## src/rtl/w450_pkg.sv

```systemverilog
// w450 multicycle core: shared opcodes, FSM states and IR field helpers.
// Ports: none (package only).
package w450_pkg;

    localparam int IR_OP_HI = 7;
    localparam int IR_OP_LO = 5;
    localparam int IR_RA_HI = 4;
    localparam int IR_RA_LO = 3;
    localparam int IR_RB_HI = 2;
    localparam int IR_RB_LO = 1;
    localparam int IR_D     = 0;

    typedef enum logic [2:0] {
        OP_ADD  = 3'd0,
        OP_SUB  = 3'd1,
        OP_NAND = 3'd2,
        OP_LD   = 3'd3,
        OP_ST   = 3'd4,
        OP_BZ   = 3'd5,
        OP_LI   = 3'd6,
        OP_HALT = 3'd7
    } opcode_e;

    typedef enum logic [2:0] {
        S_IF   = 3'd0,
        S_ID   = 3'd1,
        S_EX   = 3'd2,
        S_MEM  = 3'd3,
        S_WB   = 3'd4,
        S_IMM  = 3'd5,
        S_HALT = 3'd6
    } state_e;

    function automatic opcode_e ir_op(input logic [7:0] ir);
        return opcode_e'(ir[IR_OP_HI:IR_OP_LO]);
    endfunction

    function automatic logic [1:0] ir_ra(input logic [7:0] ir);
        return ir[IR_RA_HI:IR_RA_LO];
    endfunction

    function automatic logic [1:0] ir_rb(input logic [7:0] ir);
        return ir[IR_RB_HI:IR_RB_LO];
    endfunction

    function automatic logic ir_d(input logic [7:0] ir);
        return ir[IR_D];
    endfunction

endpackage

```

## src/rtl/w450_if.sv

```systemverilog
// w450 memory bus: fetch port, load port and store port with a shared ready.
// master = core side (drives addresses/store), slave = memory side.
interface w450_if #(
    parameter int N = 8
);

    logic [N-1:0] mem_rd_addr1;
    logic [N-1:0] mem_rd_data1;
    logic [N-1:0] mem_rd_addr2;
    logic [N-1:0] mem_rd_data2;
    logic [N-1:0] mem_wr_addr;
    logic [N-1:0] mem_wr_data;
    logic         mem_wr_en;
    logic         mem_ready;

    modport master (
        output mem_rd_addr1,
        input  mem_rd_data1,
        output mem_rd_addr2,
        input  mem_rd_data2,
        output mem_wr_addr,
        output mem_wr_data,
        output mem_wr_en,
        input  mem_ready
    );

    modport slave (
        input  mem_rd_addr1,
        output mem_rd_data1,
        input  mem_rd_addr2,
        output mem_rd_data2,
        input  mem_wr_addr,
        input  mem_wr_data,
        input  mem_wr_en,
        output mem_ready
    );

endinterface

```

## src/rtl/w450_alu.sv

```systemverilog
// w450 combinational ALU: ADD, SUB (a-b) and NAND, all mod 2^N.
// Ports: i_op opcode, i_a/i_b operands, o_y result (0 for non-ALU ops).
module w450_alu
    import w450_pkg::*;
#(
    parameter int N = 8
) (
    input  opcode_e      i_op,
    input  logic [N-1:0] i_a,
    input  logic [N-1:0] i_b,
    output logic [N-1:0] o_y
);

    always_comb begin
        o_y = '0;
        case (i_op)
            OP_ADD:  o_y = i_a + i_b;
            OP_SUB:  o_y = i_a - i_b;
            OP_NAND: o_y = ~(i_a & i_b);
            default: o_y = '0;
        endcase
    end

endmodule

```

## src/rtl/w450_mc.sv

```systemverilog
// w450 multicycle core: FSM, PC, IR and four-entry register file.
// Ports: clk, reset (sync, active-low), bus (memory master), halted.
module w450_mc
    import w450_pkg::*;
#(
    parameter int           N        = 8,
    parameter logic [N-1:0] RESET_PC = '0
) (
    input  logic   clk,
    input  logic   reset,
    w450_if.master bus,
    output logic   halted
);

    state_e       r_state;
    state_e       w_next;
    logic [N-1:0] r_pc;
    logic [7:0]   r_ir;
    logic [N-1:0] r_reg [4];
    logic [N-1:0] r_ld;

    opcode_e      w_op;
    logic [1:0]   w_ra;
    logic [1:0]   w_rb;
    logic         w_d;
    logic [N-1:0] w_a;
    logic [N-1:0] w_b;
    logic [N-1:0] w_alu;
    logic         w_wr_en;

    assign w_op = ir_op(r_ir);
    assign w_ra = ir_ra(r_ir);
    assign w_rb = ir_rb(r_ir);
    assign w_d  = ir_d(r_ir);

    // Both operands are read from the current register values, so a
    // write to ra==rb in EX always sees the pre-write operands.
    assign w_a = r_reg[w_ra];
    assign w_b = r_reg[w_rb];

    w450_alu #(.N(N)) u_alu (
        .i_op (w_op),
        .i_a  (w_a),
        .i_b  (w_b),
        .o_y  (w_alu)
    );

    assign bus.mem_rd_addr1 = r_pc;
    assign bus.mem_rd_addr2 = w_b;
    assign bus.mem_wr_addr  = w_b;
    assign bus.mem_wr_data  = w_a;
    assign bus.mem_wr_en    = w_wr_en;
    assign halted           = (r_state == S_HALT);

    always_comb begin
        w_next  = r_state;
        w_wr_en = 1'b0;
        case (r_state)
            S_IF: begin
                if (bus.mem_ready) w_next = S_ID;
            end
            S_ID: begin
                case (w_op)
                    OP_LD, OP_ST: w_next = S_MEM;
                    OP_LI:        w_next = S_IMM;
                    OP_HALT:      w_next = S_HALT;
                    default:      w_next = S_EX;
                endcase
            end
            S_EX: w_next = S_IF;
            S_MEM: begin
                // Store strobe is held across wait states.
                w_wr_en = (w_op == OP_ST);
                if (bus.mem_ready) begin
                    w_next = (w_op == OP_LD) ? S_WB : S_IF;
                end
            end
            S_WB: w_next = S_IF;
            S_IMM: begin
                if (bus.mem_ready) w_next = S_IF;
            end
            S_HALT: w_next = S_HALT;
            default: w_next = S_IF;
        endcase
    end

    always_ff @(posedge clk) begin
        if (!reset) begin
            r_state <= S_IF;
            r_pc    <= RESET_PC;
            r_ir    <= '0;
            r_ld    <= '0;
            for (int i = 0; i < 4; i++) begin
                r_reg[i] <= '0;
            end
        end else begin
            r_state <= w_next;
            case (r_state)
                S_IF: begin
                    if (bus.mem_ready) begin
                        r_ir <= bus.mem_rd_data1[7:0];
                        r_pc <= r_pc + 1'b1;
                    end
                end
                S_EX: begin
                    if (w_op == OP_BZ) begin
                        if (w_a == '0) r_pc <= w_b;
                    end else if (w_d) begin
                        r_reg[w_rb] <= w_alu;
                    end else begin
                        r_reg[w_ra] <= w_alu;
                    end
                end
                S_MEM: begin
                    if (bus.mem_ready && w_op == OP_LD) begin
                        r_ld <= bus.mem_rd_data2;
                    end
                end
                S_WB: r_reg[w_ra] <= r_ld;
                S_IMM: begin
                    if (bus.mem_ready) begin
                        r_reg[w_ra] <= bus.mem_rd_data1;
                        r_pc        <= r_pc + 1'b1;
                    end
                end
                default: ;
            endcase
        end
    end

endmodule
```

## src/flat_wrapper.sv

```systemverilog
// flat-port wrapper written by rule: the top's interface ports become plain ports
module w450_mc_flat import w450_pkg::*;
#(
    parameter int           N        = 8,
    parameter logic [N-1:0] RESET_PC = '0
)
  (clk, reset, halted, bus_mem_rd_addr1, bus_mem_rd_data1, bus_mem_rd_addr2, bus_mem_rd_data2, bus_mem_wr_addr, bus_mem_wr_data, bus_mem_wr_en, bus_mem_ready);
  w450_if #(.N(N)) bus_i ();
  input  logic clk;
  input  logic reset;
  output logic halted;
  output wire logic [$bits(bus_i.mem_rd_addr1)-1:0] bus_mem_rd_addr1;
  input wire logic [$bits(bus_i.mem_rd_data1)-1:0] bus_mem_rd_data1;
  output wire logic [$bits(bus_i.mem_rd_addr2)-1:0] bus_mem_rd_addr2;
  input wire logic [$bits(bus_i.mem_rd_data2)-1:0] bus_mem_rd_data2;
  output wire logic [$bits(bus_i.mem_wr_addr)-1:0] bus_mem_wr_addr;
  output wire logic [$bits(bus_i.mem_wr_data)-1:0] bus_mem_wr_data;
  output wire logic [$bits(bus_i.mem_wr_en)-1:0] bus_mem_wr_en;
  input wire logic [$bits(bus_i.mem_ready)-1:0] bus_mem_ready;
  assign bus_mem_rd_addr1 = bus_i.mem_rd_addr1;
  assign bus_i.mem_rd_data1 = bus_mem_rd_data1;
  assign bus_mem_rd_addr2 = bus_i.mem_rd_addr2;
  assign bus_i.mem_rd_data2 = bus_mem_rd_data2;
  assign bus_mem_wr_addr = bus_i.mem_wr_addr;
  assign bus_mem_wr_data = bus_i.mem_wr_data;
  assign bus_mem_wr_en = bus_i.mem_wr_en;
  assign bus_i.mem_ready = bus_mem_ready;
  w450_mc #(.N(N), .RESET_PC(RESET_PC)) u_core (.clk(clk), .reset(reset), .bus(bus_i), .halted(halted));
endmodule
```

## config.mk

```make
export PLATFORM = sky130hd
export DESIGN_NAME = w450_mc_flat
export DESIGN_NICKNAME = d
export VERILOG_FILES = /design/src/rtl/w450_pkg.sv /design/src/rtl/w450_if.sv /design/src/rtl/w450_alu.sv /design/src/rtl/w450_mc.sv /design/src/flat_wrapper.sv
export SDC_FILE = /design/constraint.sdc
export NUM_CORES = 1
export LEC_CHECK = 0
export ABC_AREA = 1
export BUFFER_PORTS_ARGS = -buffer_cell sky130_fd_sc_hd__buf_2
export CORE_MARGIN = 5
export CORE_UTILIZATION = 40
export CTS_CLUSTER_DIAMETER = 100
export CTS_CLUSTER_SIZE = 28
export DETAILED_ROUTE_END_ITERATION = 10
export GPL_TIMING_DRIVEN = 1
export HOLD_SLACK_MARGIN = 0.1
export SETUP_SLACK_MARGIN = 0.2
export SYNTH_ARGS = -nofsm -noshare
export SYNTH_HDL_FRONTEND = slang
export SYNTH_SLANG_ARGS = --single-unit
```

## constraint.sdc

```tcl
create_clock -name clk -period 6.75 [get_ports clk]
set_input_delay 0.3375 -clock clk [delete_from_list [all_inputs] [get_ports clk]]
set_output_delay 0.3375 -clock clk [all_outputs]
set_load 0.005 [all_outputs]
```

# Word-level counts from Yosys, hierarchy flattened
# Memories as Yosys holds them, arrays and structs flattened. A register that Yosys moved wholly into a read port is not among the register bits.
# Cells that the tools add are included.
# totals
wordCells	86
ff_bits	27
ram_bits	32
mem_count	1
# classes
n_mux	42
n_reduce_logical	13
eq_ne	19
n_addsub	3
bitwise	4
# mem_list
name	depth	word_bits	read_ports	rd_ports_with_merged_regs	wr	line_no	rtl
u_core.r_reg	4	8	2	2	4	w450_mc.sv:19	logic [N-1:0] r_reg [4];
# op_table
cell	n
8-bit two-way mux	7
8-bit one-hot mux with 3 select lines	1
3-bit equality test (second input constant)	7
1-bit two-way mux	21
8-bit one-hot mux with 2 select lines	1
8-bit OR reduction	2
3-bit one-hot mux with 5 select lines	1
3-bit by 2-bit equality test with 1-bit output (second input constant)	4
2-bit two-way mux	6
3-bit two-way mux	4
3-bit one-hot mux with 3 select lines	1
8-bit by 1-bit adder with 8-bit output (second input constant)	1
8-bit adder	1
8-bit AND	1
8-bit zero test	1
8-bit inverter	1
8-bit subtractor	1
3-bit by 1-bit equality test with 1-bit output (second input constant)	2
3-bit zero test	2
2-bit by 1-bit inequality test with 1-bit output (second input constant)	3
2-bit inequality test (second input constant)	3
2-bit AND reduction	2
4-bit AND reduction	1
2-bit OR reduction	2
4 further kinds	5

# Logic depth before layout (Yosys ltp)
# depth
depth_word	9
depth_mapped	23
mapped_depth_nobuf	21

# Modules after synthesis
# A second synthesis with hierarchy kept.
# hier_totals
cells_unflattened	617
area_unflattened_um2	4310.4
# modules_own_cells
mod	cells_per_inst	area_per_inst_um2	instances
w450_mc	493	3637.2	1
w450_alu	124	673.1	1

# Worst setup path after synthesis
# No wires, ideal clock.
# synth_timing
path_kind	register to register
startpoint	register with a tool-made name
endpoint	memory u_core.r_reg[2][5], data pin
setup_time_ps	256
arrival_ps	2713
n_path_buf	2
path_stages_with_launch	24
path_slack_ps	3781
cell_sequence	dfxtp_1 buf_6 inv_4 buf_6 nand2_2 nand3_1 nand2_2 ha_1 or2_2 xnor2_1 ha_1 nand2_1 o21ai_0 nand2_1 nand2_1 nand2_1 nand2_1 a21oi_1 o21ai_1 nand3_1 nand2_1 nand3_1 inv_1 nor2_1
# synth_rtl
item	line_no
end: declaration	w450_mc.sv:19

==> out/metrics.cfg <==
[timing]
skew_ns=0.0188
relSlewSlack=0.391
rsz0062_at_grt=no
worst_pin_slew_ns=0.910
fin_setup_tns_ns=0
finalHoldViolCount=0
maxSlewViolCount=0
worst_slack_ns=2.80
min_period_ns=3.95
fmaxAchievable_ghz=0.253
setup_viol=0
min_period_over_period=0.585

[setup_path]
crit_family=simple AND/OR/NAND/NOR gates
cp_cell_sequence=inv_4, nand2_1, nand3_1, nand2_1, ha_1, nand3_1, o31ai_1, xor2_1, ha_1, a21oi_1, o21ai_0, a41oi_1, nand3_1, nand3_1, nand2_1, nand2_1, nand3_2, nand2_1, inv_1
critPathBufInv=2
end_kind=flip-flop
worstSetupStartpointType=flip-flop
worstPathArrival_ns=4.06
path_class=reg2reg
cp_common_cell=nand2_1
crit_fanout=17
max_stage_delay_ns=0.74
crit_slowest_cell=dfxtp_1
cp_data_required_time_ns=6.86

[clock_network]
clk_pin_slew_ns=0.08
h-tree-depth=3
clock_path_buffers=2
cts_buffers=9
clkSinkCount=63
hold_buffers=0
post_cts_resized=0
clock_latency_ns=0.36
tritoncts=yes
post_cts_buffers=0
clock_tree.root_cell=clkbuf_8

[yosys]
synth_warnings=0
synth_cells=578
ys_seq_elements=63
syn_nets=608
synth_area_leader_cell=edfxtp_1
synth_cell_type_count=42
yosysSeqAreaShare=0.384
netlist_area_um2=4120
syn_avg_cell_area_um2=7.12
ys_top_cells_by_area=edfxtp_1 (23%), dfxtp_1 (15%), nand2_1 (14%)
synth_top_area_share=0.233

[placement]
port_buffers=52
dp_worst_setup_slack_ns=2.91
place.gp.congestion=0.895
dp_hpwl_um=8900

[grt]
grt_pass1_wl_um=19100
grt_pass1_vias=3662
grt_max_degree=30
grt_overflow_total=0
antenna_found_initial=0
globalRouteTotalUtil=0.191

[floorplan]
die-area_um2=12400
start_util=0.404
io_pins=53
row_count=37
die_x_um=111
core-area_um2=10200
dieHeight_um=111

[final_layout]
utilization=0.449
nets=648
syn2layout_area_growth_pct=11.0
antenna_cells=0
multi_input_area_um2=2070
largest_reg_flops=32
fillers=1066
seqCellArea_um2=1580
drive_gt1_frac=0.173

[pwr]
sequentialPowerShare=0.407
power_switching_uw=462
sw_frac_of_total=0.394
p_int_uw=710
pwr_density_cell_nw_per_um2=256
vdd_drop_max_uv=81.7
power.share.combinational=0.338
p_total_uw=1170
clkPwrFrac=0.255
p_leak_uw=0.00218

[status]
status=complete, no violations

[route]
drt_first_pass_iters=6
num_vias=3927
routed_wl_um=11700
viasPerCell=5.17
drc=0
drt_iter0_drc=300
wl_per_cell_um=15.4
antenna_left=0

[worst_hold_path]
hp-class=in2reg

[flow_run]
drv_cap=0

==> final timing paths <==
path,slack [ns],to,from,cells after the start
setup / recovery,2.80,u_core.r_reg[2][7],flip-flop,19
hold / removal,0.20,u_core.r_ld[1],bus_mem_rd_data2[1],3
hold reg to reg,0.51,u_core.bus.mem_rd_addr1[4],u_core.bus.mem_rd_addr1[4],2
setup reg to reg,2.80,u_core.r_reg[2][7],flip-flop,19
==> worst min-delay path, delay by kind of cell <==
family,cells,cell delay [ns]
buffers and inverters,1,0.07
AND/OR/NAND/NOR,2,0.11
==> power groups by stage <==
stage                     Combinational [uW]  Clock, uW  Sequential, uW
after global routing                     448        324             483
after global placement                   386          0             484
after floorplan                          294          0             470
after CTS                                392        304             476
after detailed placement                 390          0             485
final                                    396        299             477
==> cells in the final DEF, fill, tap and decap left out, drive strengths merged <==
cell      count
xnor2         3
nand4         4
inv          84
o31ai         3
fa            1
o21bai        1
o21ai        50
a31oi         1
buf          52
nand3        54
o221ai        1
a221o         1
a211oi        1
a21oi        29
a41oi         1
or2           4
o211ai        2
nor4          1
clkinvlp      1
o22ai         4
a311oi        1
clkbuf        9
nand2       162
edfxtp       32
xor2          7
clkinv        5
dfxtp        31
nor2         60
ha           10
nor3          7
a22oi         1
==> layer usage <==
layer,GRT usage,up-vias,share of wire
li1,-,1955,-
met2,0.294,163,0.44
met5,0,-,0
met4,0.0616,0,0.022
met1,0.270,1791,0.46
met3,0.0397,18,0.083
==> synthesized netlist by cell type (all sizes together) <==
cell type / number
ha: 10
o31ai: 3
o21ai: 50
dfxtp: 31
buf: 18
a41oi: 1
o211ai: 2
a21oi: 29
nand3: 54
a211oi: 1
inv: 83
or2: 4
o221ai: 1
xnor2: 3
o21bai: 1
nor2: 60
a311oi: 1
a221o: 1
nand4: 4
a22oi: 1
fa: 1
nor3: 7
o22ai: 4
nand2: 162
xor2: 7
nor4: 1
edfxtp: 32
a31oi: 1
clkbuf: 5
==> cells by family (layout without fill, tap and decap cells) <==
logic type,after synthesis,after routing,synth area share
xor+xnor,10,10,0.0213
compound gates,96,96,0.135
simple gates,292,292,0.310
buf+inv,106,151,0.115
fa+ha+maj,11,11,0.0352
flops,63,63,0.384
==> through the flow <==
step,instance area (um^2),instances,hold slack (ns)
after global routing,4570,759,0.197
final,4570,759,0.203
after CTS,4570,759,0.200
after global placement,4400,743,0.496
after detailed placement,4400,743,0.504
after floorplan,4120,578,0.468
==> area by class of cell <==
type                       instances  area share
tap                              136      0.0372
inverter                          83      0.0693
clock inverter                     7      0.0104
clock buffer                       9      0.0271
multi-input combinational        409       0.453
sequential                        63       0.346
timing repair buffer              52      0.0569
Note: power is estimated with default switching activity, not from simulation.
